File: src/rtl/chart_sequencer.sv
// chart_sequencer
//   Note-chart player feeding the serial note input of a scrolling lane
//   renderer. A small chart of {end_flag, gap} entries is played back as a
//   one-bit note stream, one bit per scroll step. Each note is held high for
//   BLOCK_LEN steps so the lane draws a full block.
//
// Ports
//   clk        pixel clock
//   rst        synchronous active-high reset
//   wr_en      chart write strobe (accepted only while not busy)
//   wr_addr    chart write address
//   wr_data    chart entry {end_flag[8], gap[7:0]}
//   start      pulse: begin playback at entry 0
//   stop       pulse: abort playback (wins over start)
//   loop_en    restart at entry 0 at end of chart instead of finishing
//   note_out   serial note bit to lane
//   step       one-cycle strobe per scroll step (lane shift enable)
//   busy       high while playing (GAP/NOTE)
//   done       high after the chart finished, until start or rst
//   note_count notes completed since start, saturating at 255
module chart_sequencer #(
  parameter int CHART_DEPTH = 64,
  parameter int TICK_DIV    = 1,
  parameter int BLOCK_LEN   = 5,
  localparam int AW = (CHART_DEPTH > 1) ? $clog2(CHART_DEPTH) : 1
) (
  input  logic          clk,
  input  logic          rst,
  input  logic          wr_en,
  input  logic [AW-1:0] wr_addr,
  input  logic [8:0]    wr_data,
  input  logic          start,
  input  logic          stop,
  input  logic          loop_en,
  output logic          note_out,
  output logic          step,
  output logic          busy,
  output logic          done,
  output logic [7:0]    note_count
);

  localparam int DW = (TICK_DIV > 1) ? $clog2(TICK_DIV) : 1;
  localparam int HW = (BLOCK_LEN > 1) ? $clog2(BLOCK_LEN) : 1;
  localparam logic [DW-1:0] DIV_LAST  = DW'(TICK_DIV - 1);
  localparam logic [HW-1:0] HOLD_INIT = HW'(BLOCK_LEN - 1);
  localparam logic [AW-1:0] ADDR_LAST = AW'(CHART_DEPTH - 1);

  typedef enum logic [1:0] {IDLE, GAP, NOTE, DONE} state_t;

  state_t        state;
  logic [DW-1:0] div_cnt;
  logic [AW-1:0] addr;
  logic [7:0]    gap_cnt;
  logic [HW-1:0] hold_cnt;

  logic [8:0]    chart_mem [CHART_DEPTH];

  // Chart write port; a non-power-of-two depth needs an explicit range check.
  logic addr_ok;
  if ((1 << AW) == CHART_DEPTH) begin : g_full_range
    assign addr_ok = 1'b1;
  end else begin : g_part_range
    assign addr_ok = (int'(wr_addr) < CHART_DEPTH);
  end

  // NOTE: the chart array has no reset; its contents survive rst by design
  // and leaving it out lets the tools map it to plain storage.
  always_ff @(posedge clk) begin
    if (wr_en && !busy && addr_ok) begin
      chart_mem[wr_addr] <= wr_data;
    end
  end

  // Combinational chart reads at the current and following address.
  logic [AW-1:0] addr_inc;
  logic          end_flag;
  logic [7:0]    next_gap;
  logic [7:0]    first_gap;
  logic          end_of_chart;

  assign addr_inc     = addr + 1'b1;
  assign end_flag     = chart_mem[addr][8];
  assign next_gap     = chart_mem[addr_inc][7:0];
  assign first_gap    = chart_mem[0][7:0];
  assign end_of_chart = end_flag || (addr == ADDR_LAST);

  // The step strobe is registered, so it is computed from the divider's next
  // value: step is high exactly in the cycle where div_cnt == TICK_DIV-1.
  logic [DW-1:0] div_next;
  assign div_next = (div_cnt == DIV_LAST) ? '0 : div_cnt + 1'b1;

  // NOTE: all state updates use non-blocking assignments; later assignments
  // in this block intentionally override the earlier defaults.
  always_ff @(posedge clk) begin
    if (rst) begin
      state      <= IDLE;
      div_cnt    <= '0;
      addr       <= '0;
      gap_cnt    <= '0;
      hold_cnt   <= '0;
      note_out   <= 1'b0;
      step       <= 1'b0;
      busy       <= 1'b0;
      done       <= 1'b0;
      note_count <= '0;
    end else begin
      unique case (state)
        IDLE, DONE: begin
          if (start && !stop) begin
            state      <= GAP;
            addr       <= '0;
            gap_cnt    <= first_gap;
            note_count <= '0;
            div_cnt    <= '0;
            step       <= (DIV_LAST == '0);
            busy       <= 1'b1;
            done       <= 1'b0;
          end
        end

        GAP, NOTE: begin
          if (stop) begin
            state    <= IDLE;
            note_out <= 1'b0;
            step     <= 1'b0;
            div_cnt  <= '0;
            busy     <= 1'b0;
            done     <= 1'b0;
          end else begin
            div_cnt <= div_next;
            step    <= (div_next == DIV_LAST);
            if (step) begin
              if (state == GAP) begin
                if (gap_cnt != 8'd0) begin
                  gap_cnt  <= gap_cnt - 8'd1;
                  note_out <= 1'b0;
                end else begin
                  note_out <= 1'b1;
                  hold_cnt <= HOLD_INIT;
                  state    <= NOTE;
                end
              end else if (hold_cnt != '0) begin
                hold_cnt <= hold_cnt - 1'b1;
              end else begin
                note_out <= 1'b0;
                if (note_count != 8'hFF) begin
                  note_count <= note_count + 8'd1;
                end
                if (!end_of_chart) begin
                  addr    <= addr_inc;
                  gap_cnt <= next_gap;
                  state   <= GAP;
                end else if (loop_en) begin
                  addr    <= '0;
                  gap_cnt <= first_gap;
                  state   <= GAP;
                end else begin
                  state   <= DONE;
                  step    <= 1'b0;
                  div_cnt <= '0;
                  busy    <= 1'b0;
                  done    <= 1'b1;
                end
              end
            end
          end
        end

        default: state <= IDLE;
      endcase
    end
  end

endmodule

File: config.mk
export PLATFORM = sky130hd
export DESIGN_NAME = chart_sequencer
export DESIGN_NICKNAME = d
export VERILOG_FILES = /design/src/rtl/chart_sequencer.sv
export SDC_FILE = /design/constraint.sdc
export NUM_CORES = 1
export LEC_CHECK = 0
export CAP_MARGIN = 0
export CORE_MARGIN = 2
export CORE_UTILIZATION = 45
export DETAILED_ROUTE_END_ITERATION = 12
export HOLD_SLACK_MARGIN = 0.05
export MAX_ROUTING_LAYER = met4
export PLACE_DENSITY = 0.63
export SYNTH_ARGS = -nofsm -noshare
export SYNTH_HDL_FRONTEND = slang
export SYNTH_SLANG_ARGS = --single-unit
File: constraint.sdc
create_clock -name clk -period 2.7 [get_ports clk]
set_input_delay 0.27 -clock clk [delete_from_list [all_inputs] [get_ports clk]]
set_output_delay 0.27 -clock clk [all_outputs]
set_load 0.005 [all_outputs]
Yosys cells after proc, flatten, opt, wreduce, memory -nomap -nowiden --
Memory sizes are Yosys's and may differ from the RTL's. A register that Yosys moved wholly into a read port is not among the register bits. Cells that the tools add are included.
Operators by class: add/subtract/negate cells 5, equal/unequal tests 24, mux-type cells 76, bitwise logic cells 2, reduce and logical (&&, ||, !) cells 19
Operators with widths (number):
- $mux 8 | 14
- $mux 6 | 9
- $mux 1 | 34
- $pmux 8 s2 | 2
- $ne 3x3->1 const B | 9
- $reduce_and 6->1 | 4
- $mux 2 | 8
- $ne 2x2->1 const B | 7
- $ne 4x4->1 const B | 3
- $pmux 6 s2 | 1
- $mux 3 | 3
- $add 8x1->8 const B | 1
- $ne 8x8->1 const B | 1
- $pmux 1 s2 | 4
- $reduce_bool 8->1 | 1
- $sub 8x1->8 const B | 1
- $add 6x1->6 const B | 1
- $eq 6x6->1 const B | 1
- $reduce_and 5->1 | 1
- $eq 2x2->1 const B | 2
- $pmux 2 s2 | 1
- $reduce_and 4->1 | 1
- $reduce_bool 2->1 | 2
- $reduce_or 2->1 | 2
- 10 further kinds | 13
Word-level totals: register bits after elaboration 32, memory bits (writable) 576, input port bits 21, output and inout bits 12, logic and storage cells 137, memories kept 1
Memory list:
- chart_mem | words 64, bits a word 9, read ports 3, clocked after memory_dff 1, write ports 1, line 56 | logic [8:0] chart_mem [CHART_DEPTH];

Logic depth before layout (Yosys ltp) --
depth after elaboration 10, depth in mapped cells 12, mapped depth without buffers 9

Worst setup path after synthesis --
Ideal clock, no wire load.
path kind register to register, start reg addr[1], end reg gap_cnt[0], library setup time 0.116 ns, arrival time 2.714 ns, required time 2.584 ns, slack -0.130 ns, stages on the path, launching flop included 10, buffers on the path 3, clock period less this slack 2.830 ns, path through dfxtp_1 > ha_1 > buf_2 > buf_1 > clkbuf_1 > mux4_2 > mux4_2 > a31oi_1 > nand3_1 > a31o_1
On the way: longest elaborated chain between the ends 8, elaborated cells on any way between the ends 12, those cells by class 1 x add/sub; 2 x eq/ne; 6 x mux; 2 x reduce/logical; 1 x memory
Ends and longest elaborated chain:
- from (decl) | line 52 | logic [AW-1:0] addr;
- from (signal assigned) | line 150 | addr <= addr_inc;
- $add 6x1->6 or $eq 6x6->1 (tied branches) | line 81, 85
- $mem_v2 64x9 or $logic_or 1x1->1 (tied branches)
- $mux 8 | line 149 | if (!end_of_chart) begin
- $mux 8 | line 142 | end else if (hold_cnt != '0) begin
- $mux 8 | line 133 | if (state == GAP) begin
- $mux 8 | line 132 | if (step) begin
- $mux 8 | line 122 | if (stop) begin
- $pmux 8 s2 | line 107 | unique case (state)
- to (signal assigned) | line 112 | gap_cnt <= first_gap;
- to (signal assigned) | line 135 | gap_cnt <= gap_cnt - 8'd1;
- to (signal assigned) | line 151 | gap_cnt <= next_gap;
- to (decl) | line 53 | logic [7:0] gap_cnt;
Parallel ways exist; a longest one is shown, timed or not. The select of a mux whose other input is x is not followed. A chain may end at the register's enable or synchronous reset.

Worst setup path in the final report --
start reg addr[0], end reg gap_cnt[1]
Same word-level chain as after synthesis.

==> impl_metrics.py <==
metrics = {
    "status": {
        "outcome": "complete, but fails checks",
        "violations": "negative setup slack",
    },
    "timing": {
        "timing.hold.ws_ps": 149,
        "fmax_mhz": 365,
        "slew_violations": 0,
        "worst_slack_ps": -36.4,
        "tightestPinTransition_ps": 1000,
        "slew_headroom_pct": 33.1,
        "finalHoldViolCount": 0,
        "report.final.setup_viol": 2,
        "grt_setup_unrepaired": "yes",
        "post-route-period-util_pct": 101,
        "fin_crit_ps": 2740,
        "clock-skew-final_ps": 14.4,
    },
    "logic_synthesis": {
        "yosysSeqAreaShare_pct": 73.2,
        "netlist-cell-type-count": 74,
        "synth_ff_type": "edfxtp_1",
        "synthCells": 1272,
        "synth_edf_count": 576,
        "synth_nets": 1300,
        "synthArstFlopShare_pct": 0,
        "syn-cell-area_um2": 24600,
        "synth.avg_cell_area_um2": 19.4,
        "ys_ff_latch": 613,
        "yosysWarnings": 0,
    },
    "drt": {
        "drc": 0,
        "via_count": 13100,
        "routed_via_density": 5.85,
        "routed_wl_mm": 59.5,
        "drt.antenna.violating_nets": 0,
        "met2_length_mm": 28.4,
        "highest_layer": "met4",
        "drt-initial-drc-count": 1345,
        "drtPass1Iterations": 5,
        "wl_met1_mm": 26.2,
        "wl_met3_mm": 3.15,
        "post_drt_wl_per_cell_um": 26.6,
    },
    "global_route": {
        "grt_pass1_vias": 13100,
        "grt_first_pass_wirelength_mm": 86.6,
        "gr-usage-all-layers_pct": 21.5,
        "grt_max_degree": 65,
        "antenna_found_initial": 1,
        "grt.overflow.total": 0,
    },
    "place": {
        "gp_congestion": 0.920,
        "portBuffers": 32,
        "place_ws_ps": -133,
        "dpl.hpwl_mm": 37.8,
    },
    "floorplanning": {
        "start_util_pct": 45.7,
        "fp.dieArea_um2": 56600,
        "io_pins": 33,
        "rows": 85,
        "fp.dieH_um": 238,
        "die_x_um": 238,
        "design.core.area_um2": 53900,
    },
    "setup_path": {
        "startpoint_type": "register",
        "worstPathRequired_ps": 3230,
        "arrival_ps": 3270,
        "critical_path_class": "reg2reg",
        "crit_path_end_kind": "register",
        "cp_max_fo": 6,
    },
    "cts": {
        "numCtsBuffers": 61,
        "clkLatencyLatePin_ps": 640,
        "numClockSinks": 613,
        "cts_tree": "done",
        "ctsHoldBuffers": 0,
        "path_clk_slew_ps": 70,
        "ctsLongestPathBuffers": 3,
        "h-tree-depth": 2,
        "cts_root_buf": "clkbuf_16",
    },
    "final_layout": {
        "syn_to_final_growth_pct": 20.9,
        "drive_above_1_share_pct": 34.3,
        "layout.nets": 1515,
    },
    "power": {
        "total_power_mw": 20.9,
        "ir_worst_vdd_uv": 543,
        "power_density_nw_per_um2": 701,
        "p_leak_nw": 9.50,
    },
    "hold_path": {
        "min_path_type": "in2reg",
    },
    "job": {
        "cap_viol_max_count": 0,
    },
}
==> per-layer routing <==
layer  up-vias  global-route usage, %
li1       5666                      -
met1      6882                   30.4
met2       453                   32.9
met3        97                   2.59
met4         0                   7.41
met5         -                      -
==> synth_stat cells, types with 9 or more instances <==
master / count / area [µm²]
a211oi_1: 9 / 67.6
clkbuf_1: 38 / 143
buf_2: 24 / 120
xnor2_1: 9 / 78.8
o211ai_1: 11 / 82.6
o21ai_0: 15 / 75.1
dfxtp_1: 37 / 741
mux2i_1: 17 / 170
nand3_1: 30 / 150
inv_1: 15 / 56.3
nor2_1: 92 / 345
mux4_2: 155 / 3490
edfxtp_1: 576 / 17300
nand2_1: 49 / 184
nor2b_1: 12 / 75.1
a21oi_1: 27 / 135
==> through the flow <==
stage          std cells  utilization [%]  setup TNS (ps)  instance area (µm²)
2_1_floorplan       1272                -               0                24600
3_3_place_gp        2099             50.2            -448                27100
3_5_place_dp        2099             50.2            -647                27100
4_1_cts             2217             54.5               0                29400
5_1_grt             2237             55.2            -647                29800
6_report            2238             55.2           -58.6                29800
==> worst max-delay path, cell delays in order (launching register included) <==
cell	delay (ps)
dfxtp_4	400
ha_4	340
buf_12	140
buf_6	150
mux4_2	350
mux4_2	500
nor2b_1	150
buf_4	140
a21oi_2	120
nand3_2	90
a41o_1	230
==> power breakdown <==
group | total (mW) | switching (mW) | internal [mW]
logic | 1.12 | 0.647 | 0.471
registers | 10.5 | 0.0462 | 10.4
clock network | 9.27 | 3.69 | 5.58
total | 20.9 | 4.38 | 16.5
==> repair_timing <==
item,4_1_cts,5_1_grt
setup endpoints to repair,16,17
pin swaps,3,14
cloned,0,5
buffers inserted,2,14
resized for setup,19,37
==> worst paths after layout <==
check | startpoint | endpoint | slack [ps] | depth (start not counted)
worst max-delay path | addr[0]$_SDFFE_PP0P_ | gap_cnt[1]$_SDFFE_PP0P_ | -40 | 10
worst max register to register | addr[0]$_SDFFE_PP0P_ | gap_cnt[1]$_SDFFE_PP0P_ | -40 | 10
worst min-delay path | wr_data[3] | chart_mem[53][3]$_DFFE_PP_ | 150 | 2
worst min register to register | note_out$_SDFFE_PP0P_ | note_out$_SDFFE_PP0P_ | 470 | 2
==> cell families after synthesis <==
group / Yosys count / share of synthesized area (%)
AOI/OAI and AO/OA: 118 / 3.59
muxes: 182 / 15.6
xor gates and xnor gates: 17 / 0.635
DFF: 613 / 73.2
buffers and inverters: 88 / 1.60
and+or+nand+nor: 247 / 5.02
adders and majority gates: 7 / 0.356
==> cells in the final DEF (no fill, tap or decap), types with 10 or more instances in the layout <==
master           count
bufinv_16           14
buf_12              23
mux4_2             159
edfxtp_1           576
nand2_1             48
o21ai_0             15
buf_4              153
o211ai_1            11
clkdlybuf4s50_1     23
clkinv_2            10
nor2_1              92
inv_1               15
clkbuf_16           65
dfxtp_1             34
a21oi_1             24
nor2b_1             10
mux2i_1             12
nand3_1             28
==> cell type report <==
| type | count | area (µm²) |
|---|---|---|
| antenna | 2 | 5.00 |
| clock buffer | 72 | 1590 |
| clock inverter | 44 | 629 |
| fill | 4082 | 24100 |
| inverter | 16 | 63.8 |
| multi-input combinational | 571 | 6420 |
| sequential | 613 | 18000 |
| tap | 696 | 871 |
| timing repair buffer | 224 | 2160 |
==> flip-flops by register name (all words and copies together) (netlist names), named ones only <==
signal      flops
chart_mem     576
gap_cnt         8
note_count      8
addr            6
hold_cnt        3
state           2
busy            1
done            1
note_out        1
step            1
Note: power is estimated with default switching activity, not from simulation.
